**config.mk**
```make
export PLATFORM = sky130hd
export DESIGN_NAME = fetch_ifid_stage
export DESIGN_NICKNAME = d
export VERILOG_FILES = /design/src/rtl/fetch_ifid_stage_pkg.sv /design/src/rtl/fetch_ifid_stage_next_pc_sel.sv /design/src/rtl/fetch_ifid_stage.sv
export SDC_FILE = /design/constraint.sdc
export NUM_CORES = 1
export LEC_CHECK = 0
export ABC_CLOCK_PERIOD_IN_PS = 2300
export BUFFER_PORTS_ARGS = -buffer_cell sky130_fd_sc_hd__buf_2
export CORE_MARGIN = 4
export CORE_UTILIZATION = 47
export CTS_BUF_LIST = sky130_fd_sc_hd__clkbuf_4
export DETAILED_ROUTE_END_ITERATION = 10
export GPL_ROUTABILITY_DRIVEN = 0
export PLACE_DENSITY = 0.79
export SYNTH_ARGS = -nofsm -noshare
export SYNTH_HDL_FRONTEND = slang
export SYNTH_SLANG_ARGS = --single-unit
```
**constraint.sdc**
```tcl
create_clock -name Clk -period 2.3 [get_ports Clk]
set_input_delay 0.345 -clock Clk [delete_from_list [all_inputs] [get_ports Clk]]
set_output_delay 0.345 -clock Clk [all_outputs]
set_load 0.005 [all_outputs]
```
**src/rtl/fetch_ifid_stage_pkg.sv**
```systemverilog
// Shared definitions for the fetch / IF-ID stage: jump-select encodings,
// bubble word and default reset PC.
package fetch_ifid_stage_pkg;

    localparam int unsigned XLEN = 32;

    typedef enum logic [1:0] {
        JMUX_SEQ = 2'b00,
        JMUX_J   = 2'b01,
        JMUX_JR  = 2'b10,
        JMUX_RSV = 2'b11
    } jmux_e;

    localparam logic [XLEN-1:0] NOP_WORD_DEFAULT = 32'h0000_0000;
    localparam logic [XLEN-1:0] RESET_PC_DEFAULT = 32'h0000_0000;

    // Build the j/jal target from the upper PC+4 bits and the 26-bit index.
    function automatic logic [XLEN-1:0] jump_target(input logic [3:0]  pc_hi,
                                                     input logic [25:0] index);
        return {pc_hi, index, 2'b00};
    endfunction

endpackage

```
**src/rtl/fetch_ifid_stage_next_pc_sel.sv**
```systemverilog
// Next-PC priority mux: stall > redirect (branch > j/jal > jr) > sequential.
// Ports:
//   pc             current fetch PC
//   stall          hazard-unit hold
//   valid_id       IF/ID holds a real instruction (gates redirects)
//   pc_src         branch taken
//   branch_target  branch destination
//   jmux           jump select (seq / j / jr / reserved)
//   jr_target      rs value for jr
//   jump_index     IF/ID instruction [25:0]
//   pc_hi          IF/ID PC+4 [31:28]
//   next_pc        PC to load at the next edge (word aligned)
//   redirect       a redirect is being taken this cycle
module fetch_ifid_stage_next_pc_sel
    import fetch_ifid_stage_pkg::*;
(
    input  logic [XLEN-1:0] pc,
    input  logic            stall,
    input  logic            valid_id,
    input  logic            pc_src,
    input  logic [XLEN-1:0] branch_target,
    input  logic [1:0]      jmux,
    input  logic [XLEN-1:0] jr_target,
    input  logic [25:0]     jump_index,
    input  logic [3:0]      pc_hi,
    output logic [XLEN-1:0] next_pc,
    output logic            redirect
);

    logic [XLEN-1:0] raw_pc;

    always_comb begin
        raw_pc   = pc + XLEN'(4);
        redirect = 1'b0;
        if (stall) begin
            raw_pc = pc;
        end else if (valid_id) begin
            if (pc_src) begin
                raw_pc   = branch_target;
                redirect = 1'b1;
            end else if (jmux == JMUX_J) begin
                raw_pc   = jump_target(pc_hi, jump_index);
                redirect = 1'b1;
            end else if (jmux == JMUX_JR) begin
                raw_pc   = jr_target;
                redirect = 1'b1;
            end
        end
    end

    // Word alignment; the hold and sequential paths are already aligned.
    assign next_pc = raw_pc & ~XLEN'(3);

endmodule

```
**src/rtl/fetch_ifid_stage.sv**
```systemverilog
// Instruction fetch + IF/ID pipeline register with ID-retire counter.
// Ports:
//   Clk, Reset      clock, synchronous active-high reset
//   IMemAddr        fetch PC to instruction memory (combinational from PC)
//   IMemData        instruction word at IMemAddr, same cycle
//   Stall           hold PC and IF/ID
//   Flush           bubble IF/ID
//   PCSrc, BranchTarget, Jmux, JrTarget   redirects resolved in ID
//   Instruction_ID, PCPlus4_ID, Valid_ID  IF/ID register contents
//   InstrCount      instructions leaving ID
module fetch_ifid_stage
    import fetch_ifid_stage_pkg::*;
#(
    parameter logic [31:0] RESET_PC = RESET_PC_DEFAULT,
    parameter logic [31:0] NOP_WORD = NOP_WORD_DEFAULT
) (
    input  logic        Clk,
    input  logic        Reset,
    output logic [31:0] IMemAddr,
    input  logic [31:0] IMemData,
    input  logic        Stall,
    input  logic        Flush,
    input  logic        PCSrc,
    input  logic [31:0] BranchTarget,
    input  logic [1:0]  Jmux,
    input  logic [31:0] JrTarget,
    output logic [31:0] Instruction_ID,
    output logic [31:0] PCPlus4_ID,
    output logic        Valid_ID,
    output logic [31:0] InstrCount
);

    logic [XLEN-1:0] pc;
    logic [XLEN-1:0] next_pc;
    logic            redirect;

    fetch_ifid_stage_next_pc_sel u_next_pc_sel (
        .pc            (pc),
        .stall         (Stall),
        .valid_id      (Valid_ID),
        .pc_src        (PCSrc),
        .branch_target (BranchTarget),
        .jmux          (Jmux),
        .jr_target     (JrTarget),
        .jump_index    (Instruction_ID[25:0]),
        .pc_hi         (PCPlus4_ID[31:28]),
        .next_pc       (next_pc),
        .redirect      (redirect)
    );

    assign IMemAddr = pc;

    // PC, IF/ID and retire counter; flush overrides stall on IF/ID only.
    always_ff @(posedge Clk) begin
        if (Reset) begin
            pc             <= RESET_PC;
            Instruction_ID <= NOP_WORD;
            PCPlus4_ID     <= '0;
            Valid_ID       <= 1'b0;
            InstrCount     <= '0;
        end else begin
            pc <= next_pc;
            if (Flush || (!Stall && redirect)) begin
                Instruction_ID <= NOP_WORD;
                Valid_ID       <= 1'b0;
            end else if (!Stall) begin
                Instruction_ID <= IMemData;
                PCPlus4_ID     <= pc + XLEN'(4);
                Valid_ID       <= 1'b1;
            end
            if (Valid_ID && !Stall && !Flush) begin
                InstrCount <= InstrCount + XLEN'(1);
            end
        end
    end

endmodule

```
==> impl_metrics.py <==
metrics = {
    "status": {
        "status": "completed",
    },
    "cts": {
        "cts_tree": "done",
        "cts.path.max_buffers": 2,
        "cts_buffers": 17,
        "cts_sinks": 125,
        "clkTransAtPathRegs_ns": 0.12,
        "clock_latency_ns": 0.56,
        "clock-root-buffer": "clkbuf_4",
        "htreeDepth": 4,
        "post-cts-setup-buffers": 0,
    },
    "floorplan": {
        "core_area_um2": 13300,
        "fp-row-count": 42,
        "die_h_um": 125,
        "die_w_um": 125,
        "die_area_um2": 15600,
        "ios": 232,
        "start_util_pct": 48.2,
    },
    "setup_path": {
        "cpPeakStageDelay_ns": 0.47,
        "crit_family": "simple AND/OR/NAND/NOR gates",
        "start_kind": "register",
        "cp_data_arrival_time_ns": 2.67,
        "cp_common_cell": "nand3_1",
        "ff2ff_setup_slack_ns": 0.08,
        "rr_startpoint": "IMemAddr[2]",
        "end_kind": "register",
        "cp_slowest_cell": "or3_1",
        "critPathMaxFanout": 6,
        "r2r-end": "PCPlus4_ID[28]",
        "r2r_cells": 7,
        "worst-endpoint-required_ns": 2.74,
        "criticalPathCategory": "register to register",
        "crit_buf_inv": 0,
        "cp_cell_sequence": "ha_1 -> nand3_1 -> or3_1 -> nor3_1 -> nand3_1 -> xor2_1 -> a21oi_1",
    },
    "placement": {
        "port-buffer-count": 223,
        "place_ws_ns": -0.0734,
        "place_area_um2": 7970,
        "detailed_place_hpwl_um": 16400,
    },
    "synthesis": {
        "synth_edf_count": 0,
        "synth-xor-area-share_pct": 7.24,
        "ys_top_cells_by_area": "dfxtp_1 (39%), mux2i_1 (8.0%), nor2_1 (7.3%)",
        "synth-simple-area-share_pct": 21.1,
        "yosys_warnings": 0,
        "synthMuxAreaShare_pct": 8.32,
        "syn_avg_cell_area_um2": 7.97,
        "synth_top_family_by_area": "simple AND/OR/NAND/NOR gates",
        "yosysTopAreaCell": "dfxtp_1",
        "synth.top_cell.area_share_pct": 39.1,
        "synth_seq_cells": 125,
        "synthArstFlopShare_pct": 0,
        "synth_flop_cell": "dfxtp_1",
        "synth_compound_area_share_pct": 18.5,
        "synth_fa_ha_area_share_pct": 0.781,
        "syn_inst": 804,
        "netlist-cell-type-count": 56,
        "ys_seq_area_share_pct": 39.1,
        "netlist_area_um2": 6410,
    },
    "finish": {
        "final_common_cell": "buf_2",
        "multi_input_area_um2": 3630,
        "areaGrowthSynthToFinish_pct": 32.4,
        "fin_nets": 1171,
        "final_util_pct": 63.8,
        "n_fill_cell": 1200,
        "design_area_um2": 8480,
        "drive_gt1_share_pct": 30.0,
        "final_cell_mix": "buf_2 (222), dfxtp_1 (125), nor2_1 (124)",
        "seq_area_um2": 2500,
    },
    "worst_hold_path": {
        "worstHoldStart": "IMemData[1]",
        "hold_class": "input port to register",
        "min_to": "Instruction_ID[1]",
        "whs_path_depth": 3,
    },
    "sta": {
        "period_minus_slack_ns": 2.22,
        "rsz0062_at_grt": "true",
        "slew_violations": 0,
        "max_slew_margin_pct": 59.5,
        "finalHoldViolations": 0,
        "max_clock_freq_mhz": 450,
        "worst_pin_slew_ns": 0.607,
        "fin_skew_ns": 0.0182,
        "tns_ns": 0,
        "setup_viol": 0,
        "fin_ws_ns": 0.0780,
        "period_share_pct": 96.6,
    },
    "global_routing": {
        "grt_pass1_wl_um": 35200,
        "overflow": 0,
        "grt_max_degree": 42,
        "antenna_found_initial": 3,
        "first_global_vias": 6692,
        "track_usage_pct": 27.8,
    },
    "detailed_routing": {
        "vias": 7064,
        "drt-vias-per-instance": 5.62,
        "drt_iter0_markers": 600,
        "drc": 0,
        "drt_pass1_iterations": 7,
        "wl_per_cell_um": 17.6,
        "routed_wirelength_um": 22100,
        "antenna_left": 0,
    },
    "power": {
        "power.total_mw": 4.67,
        "swShare_pct": 28.8,
        "combinationalPowerShare_pct": 15.7,
        "leakage_nw": 3.77,
        "pwr-share-clk_pct": 35.0,
        "vdd_drop_max_mv": 0.460,
        "p_sw_mw": 1.35,
        "internal_power_mw": 3.33,
        "seqPwrFrac_pct": 49.2,
        "p_per_area_nw_per_um2": 551,
    },
    "flow_run": {
        "drv_cap": 0,
    },
}
## cells in the mapped netlist (2+ instances only)
| cell type | n |
|---|---|
| a2111oi_0 | 2 |
| a211oi_1 | 13 |
| a21o_1 | 2 |
| a21oi_1 | 44 |
| a221oi_1 | 6 |
| a22oi_1 | 10 |
| a311oi_1 | 2 |
| a31oi_1 | 12 |
| and3_1 | 9 |
| and4_1 | 3 |
| buf_1 | 8 |
| buf_2 | 3 |
| buf_4 | 4 |
| clkbuf_1 | 46 |
| dfxtp_1 | 125 |
| ha_1 | 4 |
| inv_1 | 17 |
| mux2_2 | 2 |
| mux2i_1 | 51 |
| nand2_1 | 75 |
| nand2b_1 | 3 |
| nand3_1 | 26 |
| nand4_1 | 14 |
| nor2_1 | 124 |
| nor3_1 | 21 |
| nor4_1 | 7 |
| o2111ai_1 | 2 |
| o211a_1 | 2 |
| o211ai_1 | 7 |
| o21a_1 | 3 |
| o21ai_0 | 55 |
| o221ai_1 | 6 |
| o22ai_1 | 12 |
| o31ai_1 | 2 |
| or3_1 | 9 |
| or4_1 | 2 |
| xnor2_1 | 29 |
| xor2_1 | 24 |
## state kept, by name (all words and copies together), names as in the netlist
| signal | cells |
|---|---|
| InstrCount | 32 |
| Instruction_ID | 32 |
| Valid_ID | 1 |
| PCPlus4_ID | 30 |
| IMemAddr | 30 |
## kinds of logic (layout without fill, tap and decap cells)
kind of cell,Yosys count,after routing
AO/OA/AOI/OAI,189,189
buffers and inverters,79,349
XOR/XNOR,53,53
AND/OR/NAND/NOR,300,300
multiplexers,53,53
other,1,8
adder cells (fa/ha/maj),4,4
flip-flops,125,125
## how the worst max path moves through the flow
stage,start,to,slack [ns],cells past startpoint
2_1_floorplan,InstrCount[0],InstrCount[30],0.01,8
3_3_place_gp,Flush,InstrCount[30],0.002,6
3_5_place_dp,Flush,InstrCount[30],-0.07,6
4_1_cts,InstrCount[4],InstrCount[30],0.03,5
5_1_grt,IMemAddr[2],IMemAddr[16],-0.07,7
6_report,IMemAddr[2],PCPlus4_ID[28],0.08,7
## worst min-delay path, cell delays in order
cell,delay (ns)
buf_2,0.07
mux2i_1,0.05
nor2_1,0.07
## metal layers
layer / global-route usage, % / routed length (µm) / vias up
met1: 36.4 / 9250 / 3272
met3: 8.62 / 2230 / 48
met5: 0 / 0 / -
met2: 43.7 / 10100 / 369
met4: 9.28 / 496 / 0
li1: - / - / 3375
## cell type report
cell class                      instances  share of cell area, %
Clock buffer                           18                   1.59
Antenna cell                            4                  0.118
Timing Repair Buffer                  300                   20.7
Sequential cell                       125                   29.5
Multi-Input combinational cell        603                   42.8
Clock inverter                         14                   1.99
Tap cell                              176                   2.60
Inverter                               17                  0.752
## power groups by stage
stage	registers (mW)	clock network (mW)	logic, mW
after floorplan	2.35	0	0.360
after global placement	2.34	0	0.685
after detailed placement	2.35	0	0.696
after CTS	2.30	1.66	0.721
after global routing	2.31	1.76	0.799
final	2.30	1.64	0.735
## per-stage QoR
| step | std cells | hold slack, ns |
|---|---|---|
| 2_1_floorplan | 807 | 0.474 |
| 3_3_place_gp | 1203 | 0.469 |
| 3_5_place_dp | 1203 | 0.477 |
| 4_1_cts | 1252 | 0.00162 |
| 5_1_grt | 1257 | -0.00486 |
| 6_report | 1257 | 0.0231 |
## repair_timing
action / CTS / global route
endpoints found under the setup margin: 0 / 13
hold buffers: 17 / 1
gates resized for setup: 0 / 3
endpoints found under the hold margin: 17 / 1
(Power assumes the default switching activity.)
